===== config.mk =====
export PLATFORM = sky130hd
export DESIGN_NAME = mascota_needs_fsm
export DESIGN_NICKNAME = d
export VERILOG_FILES = /design/src/rtl/mascota_needs_fsm.sv
export SDC_FILE = /design/constraint.sdc
export NUM_CORES = 1
export LEC_CHECK = 0
export CELL_PAD_IN_SITES_DETAIL_PLACEMENT = 0
export CELL_PAD_IN_SITES_GLOBAL_PLACEMENT = 1
export CORE_ASPECT_RATIO = 1.1
export CORE_MARGIN = 4
export CORE_UTILIZATION = 42
export CTS_CLUSTER_SIZE = 20
export DETAILED_ROUTE_END_ITERATION = 10
export HOLD_SLACK_MARGIN = 0.1
export PLACE_DENSITY = 0.76
export SYNTH_ARGS = -nofsm -noshare
export SYNTH_HDL_FRONTEND = slang
export SYNTH_SLANG_ARGS = --single-unit

===== constraint.sdc =====
create_clock -name clk -period 3.1 [get_ports clk]
set_input_delay 0.775 -clock clk [delete_from_list [all_inputs] [get_ports clk]]
set_output_delay 0.775 -clock clk [all_outputs]
set_load 0.01 [all_outputs]

===== src/rtl/mascota_needs_fsm.sv =====
// Pet needs state machine with saturating need levels, tick decay, A/B/C buttons and modes.
// Define MASCOTA_AUTOSLEEP_EN to force SLEEP when energy decays below the low threshold.
module mascota_needs_fsm #(
    parameter int unsigned NUM_NEEDS = 5,
    parameter int unsigned LVL_W     = 4,
    parameter int unsigned TICK_BASE = 50000000,
    parameter int unsigned REFILL    = 4,
    parameter int unsigned LOW_TH    = 3,
    localparam int unsigned SEL_W    = (NUM_NEEDS > 1) ? $clog2(NUM_NEEDS) : 1
) (
    input  logic                       clk,
    input  logic                       reset,
    input  logic                       A,
    input  logic                       B,
    input  logic                       C,
    input  logic                       test,
    input  logic [1:0]                 time_control,
    output logic [NUM_NEEDS*LVL_W-1:0] levels,
    output logic [SEL_W-1:0]           sel,
    output logic [LVL_W-1:0]           sel_level,
    output logic [2:0]                 state,
    output logic [2:0]                 mood,
    output logic                       tick
);

    typedef enum logic [2:0] {
        StNormal = 3'd0,
        StSleep  = 3'd1,
        StTest   = 3'd2,
        StDead   = 3'd3
    } state_e;

    localparam logic [LVL_W-1:0] MaxLvl   = {LVL_W{1'b1}};
    localparam logic [LVL_W:0]   Refill   = (LVL_W + 1)'(REFILL);
    localparam logic [LVL_W:0]   LowTh    = (LVL_W + 1)'(LOW_TH);
    localparam logic [LVL_W:0]   OneLvl   = (LVL_W + 1)'(1);
    localparam logic [31:0]      TickBase = 32'(TICK_BASE);
    localparam logic [SEL_W-1:0] LastSel  = SEL_W'(NUM_NEEDS - 1);

    function automatic logic [LVL_W-1:0] sat_add(input logic [LVL_W-1:0] a,
                                                 input logic [LVL_W:0]   b);
        logic [LVL_W+1:0] s;
        s = {2'b00, a} + {1'b0, b};
        return (s > {2'b00, MaxLvl}) ? MaxLvl : s[LVL_W-1:0];
    endfunction

    function automatic logic [LVL_W-1:0] sat_dec(input logic [LVL_W-1:0] a);
        return (a == '0) ? '0 : a - LVL_W'(1);
    endfunction

    state_e           state_q, state_d;
    logic [LVL_W-1:0] lvl_q [NUM_NEEDS];
    logic [LVL_W-1:0] lvl_d [NUM_NEEDS];
    logic [SEL_W-1:0] sel_q, sel_d;
    logic             parity_q, parity_d;
    logic [2:0]       mood_q, mood_d;
    logic [31:0]      cnt_q, cnt_d, thr;
    logic             tick_q, tick_d;
    logic             a_q, b_q, c_q;
    logic             a_rise, b_rise, c_rise;
    logic             alive, run, active;
    logic             any_zero, all_ok;
    logic [LVL_W-1:0] health_nxt;
    logic             mood_zero, mood_low;

    assign a_rise = A & ~a_q;
    assign b_rise = B & ~b_q;
    assign c_rise = C & ~c_q;
    assign alive  = (lvl_q[0] != '0);

    // Prescaler only runs while the pet is live and not under test.
    always_comb begin
        thr    = (TickBase >> time_control) - 32'd1;
        run    = ((state_q == StNormal) || (state_q == StSleep)) && alive && !test;
        cnt_d  = '0;
        tick_d = 1'b0;
        if (run) begin
            if (cnt_q >= thr) begin
                tick_d = 1'b1;
            end else begin
                cnt_d = cnt_q + 32'd1;
            end
        end
    end

    // Health trend from the pre-tick levels of the other needs.
    always_comb begin
        any_zero = 1'b0;
        all_ok   = 1'b1;
        for (int i = 1; i < NUM_NEEDS; i++) begin
            if (lvl_q[i] == '0) any_zero = 1'b1;
            if ({1'b0, lvl_q[i]} < LowTh) all_ok = 1'b0;
        end
        if (any_zero) begin
            health_nxt = sat_dec(lvl_q[0]);
        end else if (all_ok) begin
            health_nxt = sat_add(lvl_q[0], OneLvl);
        end else begin
            health_nxt = lvl_q[0];
        end
    end

    always_comb begin
        lvl_d    = lvl_q;
        sel_d    = sel_q;
        state_d  = state_q;
        parity_d = parity_q;
        active   = (state_q == StTest) ||
                   (((state_q == StNormal) || (state_q == StSleep)) && alive);

        case (state_q)
            StNormal: begin
                if (!alive) begin
                    state_d = StDead;
                end else begin
                    if (tick_q) begin
                        lvl_d[0] = health_nxt;
                        for (int i = 1; i < NUM_NEEDS; i++) lvl_d[i] = sat_dec(lvl_q[i]);
                    end
                    // A refill replaces the decay of the same channel.
                    for (int i = 0; i < NUM_NEEDS; i++) begin
                        if (b_rise && (sel_q == SEL_W'(i))) lvl_d[i] = sat_add(lvl_q[i], Refill);
                    end
                    if (c_rise) begin
                        state_d  = StSleep;
                        parity_d = 1'b0;
                    end
`ifdef MASCOTA_AUTOSLEEP_EN
                    if (tick_q && ({1'b0, lvl_d[1]} < LowTh)) begin
                        state_d  = StSleep;
                        parity_d = 1'b0;
                    end
`endif
                end
            end
            StSleep: begin
                if (!alive) begin
                    state_d = StDead;
                end else begin
                    if (tick_q) begin
                        lvl_d[0] = health_nxt;
                        lvl_d[1] = sat_add(lvl_q[1], OneLvl);
                        parity_d = ~parity_q;
                        if (parity_q) begin
                            for (int i = 2; i < NUM_NEEDS; i++) lvl_d[i] = sat_dec(lvl_q[i]);
                        end
                    end
                    if (c_rise || (tick_q && (lvl_d[1] == MaxLvl))) state_d = StNormal;
                end
            end
            StTest: begin
                for (int i = 0; i < NUM_NEEDS; i++) begin
                    if (sel_q == SEL_W'(i)) begin
                        if (b_rise) lvl_d[i] = sat_add(lvl_d[i], OneLvl);
                        if (c_rise) lvl_d[i] = sat_dec(lvl_d[i]);
                    end
                end
                if (!test) state_d = alive ? StNormal : StDead;
            end
            StDead: ;
            default: state_d = StNormal;
        endcase

        if (test) state_d = StTest;
        if (a_rise && active) sel_d = (sel_q == LastSel) ? '0 : sel_q + SEL_W'(1);
    end

    // Mood tracks the next state so it changes together with state and levels.
    always_comb begin
        mood_zero = 1'b0;
        mood_low  = 1'b0;
        for (int i = 0; i < NUM_NEEDS; i++) begin
            if (lvl_d[i] == '0) mood_zero = 1'b1;
            if ({1'b0, lvl_d[i]} < LowTh) mood_low = 1'b1;
        end
        if (state_d == StDead) begin
            mood_d = 3'd7;
        end else if (state_d == StTest) begin
            mood_d = 3'd5;
        end else if (state_d == StSleep) begin
            mood_d = 3'd4;
        end else if (mood_zero) begin
            mood_d = 3'd2;
        end else if (mood_low) begin
            mood_d = 3'd1;
        end else begin
            mood_d = 3'd0;
        end
    end

    always_ff @(posedge clk or negedge reset) begin
        if (!reset) begin
            state_q  <= StNormal;
            lvl_q    <= '{default: MaxLvl};
            sel_q    <= '0;
            parity_q <= 1'b0;
            mood_q   <= 3'd0;
            cnt_q    <= '0;
            tick_q   <= 1'b0;
            a_q      <= 1'b0;
            b_q      <= 1'b0;
            c_q      <= 1'b0;
        end else begin
            state_q  <= state_d;
            lvl_q    <= lvl_d;
            sel_q    <= sel_d;
            parity_q <= parity_d;
            mood_q   <= mood_d;
            cnt_q    <= cnt_d;
            tick_q   <= tick_d;
            a_q      <= A;
            b_q      <= B;
            c_q      <= C;
        end
    end

    always_comb begin
        levels    = '0;
        sel_level = '0;
        for (int i = 0; i < NUM_NEEDS; i++) begin
            levels[i*LVL_W +: LVL_W] = lvl_q[i];
            if (sel_q == SEL_W'(i)) sel_level = lvl_q[i];
        end
    end

    assign sel   = sel_q;
    assign state = state_q;
    assign mood  = mood_q;
    assign tick  = tick_q;

endmodule

### Word level (Yosys, flattened, before mapping)

Cells that the tools add are included.

* register bits: 66
* logic and storage cells: 218
* input port bits: 8

* equal/unequal tests: 15
* order comparisons: 20
* reductions and logical operators: 33
* bitwise gates (word level): 7
* add/sub/neg operators: 23
* multiplexer cells: 105
* shifts and indexed selects: 1

Operators with widths (number)
* two-way mux 4 bit: 57
* two-way mux 20 bit: 6
* two-way mux 32 bit: 2
* logical NOT 4 bit: 15
* one-hot mux 20 bit (3 select lines): 1
* > comparator 5 x 4 -> 1 bit, second input constant: 10
* subtractor 4 x 1 -> 4 bit, second input constant: 10
* less-than comparator 4 x 2 -> 1 bit, second input constant: 9
* adder 32 x 1 -> 32 bit, second input constant: 1
* >= comparator 32 bit: 1
* >> shifter 26 x 2 -> 32 bit, first input constant: 1
* subtractor 32 x 1 -> 32 bit, second input constant: 1
* two-way mux 3 bit: 9
* adder 4 x 1 -> 5 bit, second input constant: 5
* adder 4 x 3 -> 5 bit, second input constant: 5
* two-way mux 1 bit: 25
* == test 3 x 2 -> 1 bit, second input constant: 6
* two-way mux 12 bit: 1
* one-hot mux 3 bit (4 select lines): 1
* == test 3 x 1 -> 1 bit, second input constant: 3
* logical AND 1 bit: 9
* != test 2 bit, second input constant: 4
* logical NOT 3 bit: 2
* AND reduction 5 bit: 1
* other kinds (11): 19

### Depth between registers and ports, before layout

Gate-level depths: netlist of the first run.

* depth in word-level cells: 23
* depth in mapped cells: 16
* mapped depth without buffers: 15

### Worst setup path after synthesis of the first run

No wires, ideal clock.

* path type: reg2reg
* from: register lvl_q (netlist bit levels[2])
* to: register mood_q[0], in the netlist mood[0]
* arrival: 3.173 ns
* period minus slack after synthesis: 3.297 ns
* required time: 2.976 ns
* buffers on the path: 3
* stages on the path, launching flop included: 13
* path slack: -0.197 ns
* cell sequence: dfstp_2 -> clkbuf_1 -> clkbuf_1 -> inv_1 -> ha_1 -> a2111oi_2 -> clkbuf_1 -> o221ai_1 -> o211ai_1 -> nand2_1 -> a221o_1 -> nor3_1 -> a21oi_1

RTL lines
* from (decl): line 52 `logic [LVL_W-1:0] lvl_q [NUM_NEEDS];`
* from (signal assigned): line 205 `lvl_q <= lvl_d;`
* to (signal assigned): line 208 `mood_q <= mood_d;`
* to (decl): line 56 `logic [2:0] mood_q, mood_d;`

### Worst setup path in the final report of the first run

* from: input time_control[0]
* to: register cnt_q[23]

* longest elaborated chain between the ends: 5

Ends and longest elaborated chain
* from (decl): line 17 `input logic [1:0] time_control,`
* >> shifter 26 x 2 -> 32 bit: line 73 `thr = (TickBase >> time_control) - 32'd1;`
* subtractor 32 x 1 -> 32 bit: line 73
* >= comparator 32 bit: line 78 `if (cnt_q >= thr) begin`
* two-way mux 32 bit: line 78
* two-way mux 32 bit: line 77 `if (run) begin`
* net cnt_d[23]: line 57 `logic [31:0] cnt_q, cnt_d, thr;`
* to (signal assigned): line 209 `cnt_q <= cnt_d;`
* to (decl): line 57

The timed path passes the listed nets, and every way through them passes these cells.
A chain may end at the register's enable or synchronous reset.

==> parameters.txt, run 1 <==
Parameter                              Value

Synth
  Number of synthesized register bits    66
  Summed instance area of the synthesized netlist    0.007124 mm²
  Share of flip-flops with an asynchronous set or reset    100.0%
  Instance count of the mapped netlist    898
  Average cell area after synthesis    7.934 µm²
  EDFF count, synth    0
  Yosys warning count    0
  Commonest register cell after synthesis    sky130_fd_sc_hd__dfrtp_1
  Count of different cell masters after synthesis    89
  Share of synthesized area occupied by flip-flops and latches    23.53%

Worst setup path
  Arrival time of data at the critical path endpoint    3330 ps
  Biggest fanout along the worst timing path    8
  Startpoint type of the worst setup path    primary input
  Required time worst endpoint    3380 ps
  Cell occurring most often along the worst timing path    sky130_fd_sc_hd__ha_4
  Category of the worst setup path capture point    register
  Biggest cell delay along the critical path    540 ps
  Cells traversed along the worst timing path    buf_12 > inv_6 > nand2_4 > ha_4 > ha_4 > a21o_1 > a211o_1 > a211oi_2 > o211ai_1 > a31oi_1 > o221ai_2 > or3_4 > nor2_1
  Register-to-register path setup slack    50 ps
  Register-to-Register Path Depth    12
  Worst path slowest cell    sky130_fd_sc_hd__or3_4
  Category of the critical setup timing path    primary input to register

Global routing
  Largest net degree at the start of global routing    67
  Total gr overflow    0
  First-pass GRT wire length    40,930 µm
  Met2 GRT Util    47.60%
  Overall fraction of global-route tracks in use    27.03%
  Antenna violations before repair    0
  Busiest grt layer    met2
  Met3 track demand over resource    3.584%
  Vias in the first global route    7,676
  GR met1 Demand/Resource    32.57%

Power and ir drop
  Total Power    7471 µW
  Worst voltage drop across the vdd grid    0.3145 mV
  Leak pwr    0.004198 µW
  Pwr dens    754.0 mW/mm²

Die
  Initial core utilization    43.20%
  Placeable core region    0.01649 mm²
  Die height    144.6 µm
  Row cnt    49
  Width of the chip    132.2 µm
  Die outline area    0.01911 mm²
  IO Pins    42

Flow run
  Max-Cap Viols    0

Place
  GP Congestion    1.004
  Worst slack at placement    -796.0 ps
  Count of port buffers added during placement    41
  Standard cell area after detailed placement    0.008930 mm²
  Estimated wirelength of the detail-placed design    19,860 µm

STA
  Setup_tns    0 ps
  Post-route clock period utilization    98.35%
  Least setup slack across all paths after layout    51.17 ps
  FMAX    328.0 MHz
  Worst-case headroom to the max-slew limit    39.93%
  Post-route minimum period    3049 ps
  Worst Clk Skew    8.399 ps
  Number of failing setup endpoints in the final timing report    0
  Max Slew Vio Count    0
  Slew of the pin with the lowest slew margin    901.1 ps
  Total count of hold-check failures in the final report    0

Finish
  Most common cell after layout, fill and taps aside    sky130_fd_sc_hd__buf_4
  Core occupancy in the finished layout    60.08%
  Synth-to-Final Area Change    39.08%
  Most used cells in the layout excluding fill and tap cells    sky130_fd_sc_hd__buf_4 (187), sky130_fd_sc_hd__nor2_1 (79), sky130_fd_sc_hd__nand2_1 (70), sky130_fd_sc_hd__a21oi_1 (53), sky130_fd_sc_hd__dfrtp_1 (45)
  Post-layout net count    1,169
  Final instance area    0.009908 mm²
  Number of diodes added for antenna fixing    0
  Fraction of final layout cells sized beyond drive strength 1    32.43%

Clocking
  Worst-skew pair later-pin latency    350 ps
  Clock transition time at the flip-flop clock pins of the worst setup and hold paths    60 ps
  Hold-fix buffers, CTS    0
  Sinks on Clock Net    66
  Buffer cell driving the clock tree root    sky130_fd_sc_hd__clkbuf_16
  H-tree depth    3
  Clock buffers created by TritonCTS    9
  TritonCTS clock tree    built
  CTS Buffer Depth    2

Drt
  DRC    0
  Number of routed nets with antenna violations    0
  Total wire length    26,430 µm
  Vias per std cell    6.104
  Detailed-route via count    8,002
  1st-iter DRT viols    651
  Average wire length per cell after detail routing    20.16 µm
  Detailed-routing iteration count for the pre-antenna-repair pass    5

Hold path
  Cell count of the worst hold path    1
  Type of the tightest min-delay check    register to register

Outcome
  Result of the run    finished, final reports clean
==> routing by layer <==
metal | routed length [µm] | vias to the layer above
li1 | - | 3754
met1 | 10480 | 3787
met2 | 12780 | 363
met3 | 1682 | 98
met4 | 1484 | 0
met5 | 0 | -
==> Yosys cell counts, types with 11 or more instances <==
| master | instances | area, µm² |
|---|---|---|
| sky130_fd_sc_hd__or2_2 | 11 | 68.82 |
| sky130_fd_sc_hd__o21ai_0 | 48 | 240.2 |
| sky130_fd_sc_hd__a21o_1 | 18 | 135.1 |
| sky130_fd_sc_hd__a211oi_1 | 12 | 90.09 |
| sky130_fd_sc_hd__nand2b_1 | 12 | 75.07 |
| sky130_fd_sc_hd__nand4_1 | 20 | 125.1 |
| sky130_fd_sc_hd__o211ai_1 | 13 | 97.59 |
| sky130_fd_sc_hd__nor2_1 | 88 | 330.3 |
| sky130_fd_sc_hd__and2_1 | 12 | 75.07 |
| sky130_fd_sc_hd__inv_1 | 48 | 180.2 |
| sky130_fd_sc_hd__nand2_1 | 76 | 285.3 |
| sky130_fd_sc_hd__buf_2 | 18 | 90.09 |
| sky130_fd_sc_hd__a31oi_1 | 13 | 81.33 |
| sky130_fd_sc_hd__dfstp_2 | 20 | 525.5 |
| sky130_fd_sc_hd__a21oi_1 | 57 | 285.3 |
| sky130_fd_sc_hd__and3_1 | 11 | 68.82 |
| sky130_fd_sc_hd__ha_1 | 59 | 738.2 |
| sky130_fd_sc_hd__nand3_1 | 30 | 150.1 |
| sky130_fd_sc_hd__dfrtp_1 | 46 | 1151 |
| sky130_fd_sc_hd__nor3_1 | 21 | 105.1 |
| sky130_fd_sc_hd__nor2b_1 | 12 | 75.07 |
| sky130_fd_sc_hd__xor2_1 | 16 | 140.1 |
| sky130_fd_sc_hd__o31ai_1 | 11 | 82.58 |
| sky130_fd_sc_hd__clkbuf_1 | 22 | 82.58 |
| sky130_fd_sc_hd__xnor2_1 | 18 | 157.7 |
==> path summary, 6_finish.rpt <==
kind,end,from
worst max-delay path,cnt_q[23],time_control[0]
worst min-delay path,cnt_q[0],cnt_q[0]
worst max register to register,mood[0],levels[12]
worst min register to register,cnt_q[0],cnt_q[0]
max in group asynchronous,sel[2],reset
min in group asynchronous,b_q,reset
==> cell type report <==
| type | count | area, µm² |
|---|---|---|
| inverters | 49 | 188.9 |
| well taps | 204 | 255.2 |
| flip-flops and latches | 66 | 1678 |
| multi-input cells | 738 | 5518 |
| clock buffers | 10 | 239.0 |
| fillers | 1493 | 6584 |
| repair buffers | 238 | 1958 |
| clock inverters | 6 | 71.32 |
==> through the flow <==
stage,hold WS [ps],std cells
after floorplan,422.4,905
after global placement,438.2,1278
after detailed placement,450.7,1278
after CTS,459.1,1303
after global routing,514.2,1311
final,453.9,1311
==> timing repair <==
action	CTS	global route
resized for setup	43	99
gates cloned	3	0
setup endpoints to repair	39	36
setup buffers	6	9
endpoints found under the hold margin	0	0
pin swaps	16	47
==> sequential cells by signal, summed over array words and instances, names as in the netlist <==
name / count
a_q: 1
b_q: 1
c_q: 1
cnt_q: 32
tick: 1
state: 3
mood: 3
parity_q: 1
levels: 20
sel: 3
==> power breakdown <==
part	internal [µW]	switching, µW
Sequential	1080	197
Combinational	2340	2740
Clock	654	465
==> logic make-up after synthesis <==
group | count (synthesis) | share of synthesized area [%]
flip-flops | 66 | 23.53
buffers and inverters | 104 | 6.867
multiplexers | 13 | 1.879
AO/OA/AOI/OAI | 276 | 27.82
AND/OR/NAND/NOR | 344 | 25.25
other | 2 | 0.1054
adder cells (fa/ha/maj) | 59 | 10.36
XOR/XNOR | 34 | 4.180
==> critical path: cells and delay by family <==
family	cells	cell delay [ps]
buffers and inverters	2	160
AND/OR/NAND/NOR	3	710
adder cells (fa/ha/maj)	2	450
AO/OA/AOI/OAI	6	1220
(Power assumes the default switching activity.)
==> run 2, diff against run 1 <==
--- a/config.mk
+++ b/config.mk
@@ -14,6 +14,7 @@
 export DETAILED_ROUTE_END_ITERATION = 10
 export HOLD_SLACK_MARGIN = 0.1
 export PLACE_DENSITY = 0.76
+export SETUP_SLACK_MARGIN = 0.3
 export SYNTH_ARGS = -nofsm -noshare
 export SYNTH_HDL_FRONTEND = slang
 export SYNTH_SLANG_ARGS = --single-unit
==> run 2 against run 1 <==
Routed wire length increased by 11%. Die area unchanged. Setup slack gained 1.5 ps.
==> parameters.txt, run 2 (synthesis results as in run 1) <==
Parameter                              Value

Drt
  Vias per std cell    6.203 (was 6.104)
  Number of routed nets with antenna violations    0 (unchanged)
  DRC    0 (unchanged)
  Average wire length per cell after detail routing    21.91 µm (was 20.16 µm)
  Detailed-routing iteration count for the pre-antenna-repair pass    6 (was 5)
  Detailed-route via count    8,287 (was 8,002)
  Total wire length    29,270 µm (was 26,430 µm)
  1st-iter DRT viols    630 (was 651)

Die
  Row cnt    49 (unchanged)
  Placeable core region    0.01649 mm² (unchanged)
  IO Pins    42 (unchanged)
  Width of the chip    132.2 µm (unchanged)
  Initial core utilization    43.20% (unchanged)
  Die outline area    0.01911 mm² (unchanged)
  Die height    144.6 µm (unchanged)

Place
  GP Congestion    0.9828 (was 1.004)
  Count of port buffers added during placement    41 (unchanged)
  Estimated wirelength of the detail-placed design    21,590 µm (was 19,860 µm)
  Worst slack at placement    -761.5 ps (was -796.0 ps)
  Standard cell area after detailed placement    0.009071 mm² (was 0.008930 mm²)

Global routing
  First-pass GRT wire length    44,480 µm (was 40,930 µm)
  Overall fraction of global-route tracks in use    29.55% (was 27.03%)
  Met2 GRT Util    54.78% (was 47.60%)
  Vias in the first global route    8,181 (was 7,676)
  GR met1 Demand/Resource    33.53% (was 32.57%)
  Antenna violations before repair    0 (unchanged)
  Busiest grt layer    met2 (unchanged)
  Met3 track demand over resource    4.036% (was 3.584%)
  Total gr overflow    0 (unchanged)
  Largest net degree at the start of global routing    67 (unchanged)

Finish
  Number of flip-flops in the largest register    32 (unchanged)
  Fill cell total of the finished layout    1,384 (was 1,493)
  Fraction of final layout cells sized beyond drive strength 1    40.28% (was 32.43%)
  Largest Register    cnt_q (unchanged)
  Most common cell after layout, fill and taps aside    sky130_fd_sc_hd__buf_4 (unchanged)
  Final instance area    0.01081 mm² (was 0.009908 mm²)
  Number of diodes added for antenna fixing    0 (unchanged)
  Sequential Area    0.001678 mm² (unchanged)
  Most used cells in the layout excluding fill and tap cells    sky130_fd_sc_hd__buf_4 (184), sky130_fd_sc_hd__nand2_1 (65), sky130_fd_sc_hd__nor2_1 (62), sky130_fd_sc_hd__a21oi_1 (47), sky130_fd_sc_hd__dfrtp_1 (45) (was sky130_fd_sc_hd__buf_4 (187), sky130_fd_sc_hd__nor2_1 (79), sky130_fd_sc_hd__nand2_1 (70), sky130_fd_sc_hd__a21oi_1 (53), sky130_fd_sc_hd__dfrtp_1 (45))
  Multi-input gate area in the final layout    0.006077 mm² (was 0.005518 mm²)
  Synth-to-Final Area Change    51.69% (was 39.08%)
  Post-layout net count    1,194 (was 1,169)

STA
  Max Slew Vio Count    0 (unchanged)
  FMAX    328.2 MHz (was 328.0 MHz)
  Slew of the pin with the lowest slew margin    656.9 ps (was 901.1 ps)
  Total count of hold-check failures in the final report    0 (unchanged)
  Smallest hold slack    443.6 ps (was 453.9 ps)
  Post-route clock period utilization    98.30% (was 98.35%)
  Number of failing setup endpoints in the final timing report    0 (unchanged)
  Worst Clk Skew    8.111 ps (was 8.399 ps)
  Post-route minimum period    3047 ps (was 3049 ps)
  Setup repair after global routing missed its margin    true
  Worst-case headroom to the max-slew limit    55.65% (was 39.93%)
  Least setup slack across all paths after layout    52.66 ps (was 51.17 ps)

Hold path
  Type of the tightest min-delay check    primary input to asynchronous set/reset pin (was register to register)

Worst setup path
  Biggest cell delay along the critical path    380 ps (was 540 ps)
  Category of the critical setup timing path    primary input to register (unchanged)
  Worst path slowest cell    sky130_fd_sc_hd__or3_4 (unchanged)
  Cell occurring most often along the worst timing path    sky130_fd_sc_hd__a21o_1 (was sky130_fd_sc_hd__ha_4)
  Category of the worst setup path capture point    register (unchanged)
  Startpoint type of the worst setup path    primary input (unchanged)
  Register-to-Register Path Depth    12 (unchanged)
  Required time worst endpoint    3380 ps (about the same)
  Register-to-register path setup slack    60 ps (was 50 ps)
  Biggest fanout along the worst timing path    7 (was 8)
  Arrival time of data at the critical path endpoint    3330 ps (about the same)
  Critical R2R Capture    mood[0] (unchanged)
  Cells traversed along the worst timing path    buf_6 > buf_12 > inv_12 > nand2_1 > ha_1 > a21o_1 > a21o_1 > a21o_1 > a21o_1 > a21o_1 > a21oi_2 > o221ai_2 > buf_4 > or3_4 > nor2_1 (was buf_12 > inv_6 > nand2_4 > ha_4 > ha_4 > a21o_1 > a211o_1 > a211oi_2 > o211ai_1 > a31oi_1 > o221ai_2 > or3_4 > nor2_1)
  Reg2reg start    levels[6] (was levels[12])

Clocking
  CTS Buffer Depth    2 (unchanged)
  Worst-skew pair later-pin latency    350 ps (about the same)
  Clock transition time at the flip-flop clock pins of the worst setup and hold paths    60 ps (about the same)
  H-tree depth    3 (unchanged)
  Buffer cell driving the clock tree root    sky130_fd_sc_hd__clkbuf_16 (unchanged)
  Sinks on Clock Net    66 (unchanged)
  Clock buffers created by TritonCTS    9 (unchanged)
  TritonCTS clock tree    built (unchanged)

Flow run
  Max-Cap Viols    0 (unchanged)

Power and ir drop
  Total Power    8562 µW (was 7471 µW)
  Worst voltage drop across the vdd grid    0.3543 mV (was 0.3145 mV)
  Leak pwr    0.004463 µW (was 0.004198 µW)
  Pwr dens    792.3 mW/mm² (was 754.0 mW/mm²)

Outcome
  Result of the run    finished, final reports clean (unchanged)
## run 2: worst max path at each step
| stage | from | to | slack (ps) | cells after the start |
|---|---|---|---|---|
| finish | time_control[0] | cnt_q[13] | 50 | 15 |
| global placement | B | mood[0] | -740 | 16 |
| detailed placement | time_control[1] | cnt_q[6] | -760 | 12 |
| global route | time_control[0] | cnt_q[0] | -40 | 15 |
| floorplan | time_control[0] | cnt_q[10] | 110 | 13 |
| CTS | time_control[0] | cnt_q[18] | 2 | 14 |
## run 2: where the power goes
part           total (µW)  switching (µW)  internal, µW
clock                1250             458           790
sequential           1290             214          1080
combinational        6020            3170          2850
## run 2: metrics by stage
| step | utilization, % | setup TNS (ps) | instances |
|---|---|---|---|
| 2_1_floorplan | - | 0 | 905 |
| 3_3_place_gp | 55.00 | -23760 | 1277 |
| 3_5_place_dp | 55.00 | -25330 | 1277 |
| 4_1_cts | 60.58 | 0 | 1319 |
| 5_1_grt | 65.53 | -421.8 | 1336 |
| 6_report | 65.53 | 0 | 1336 |
## run 2: critical path: cells and delay by family
kind,cells,cell delay [ps]
buffers and inverters,4,460
AO/OA/AOI/OAI,7,1180
adder cells (fa/ha/maj),1,320
AND/OR/NAND/NOR,3,590
## run 2: area by class of cell
| cell class | instances | area share (%) |
|---|---|---|
| clock buffers | 10 | 2.119 |
| clock inverters | 6 | 1.065 |
| inverters | 49 | 1.887 |
| multi-input cells | 738 | 56.23 |
| flip-flops and latches | 66 | 15.53 |
| well taps | 204 | 2.362 |
| repair buffers | 263 | 20.81 |
## run 2: per-layer routing
metal	wire, µm	vias to the layer above
met5	0	-
met1	11180	4039
met2	14960	347
met3	1721	97
met4	1410	0
li1	-	3804
## run 2: what timing repair did
action | 4_1_cts | 5_1_grt
pin swaps | 50 | 70
hold buffers | 0 | 0
endpoints found under the setup margin | 41 | 40
cloned | 3 | 0
gates resized for setup | 120 | 145
setup buffers | 23 | 17
==> run 3, diff against run 2 <==
--- a/config.mk
+++ b/config.mk
@@ -15,6 +15,7 @@
 export HOLD_SLACK_MARGIN = 0.1
 export PLACE_DENSITY = 0.76
 export SETUP_SLACK_MARGIN = 0.3
+export SLEW_MARGIN = 20
 export SYNTH_ARGS = -nofsm -noshare
 export SYNTH_HDL_FRONTEND = slang
 export SYNTH_SLANG_ARGS = --single-unit
==> results of run 3 <==
Final layout, timing and power as in run 2 (identical DEF).
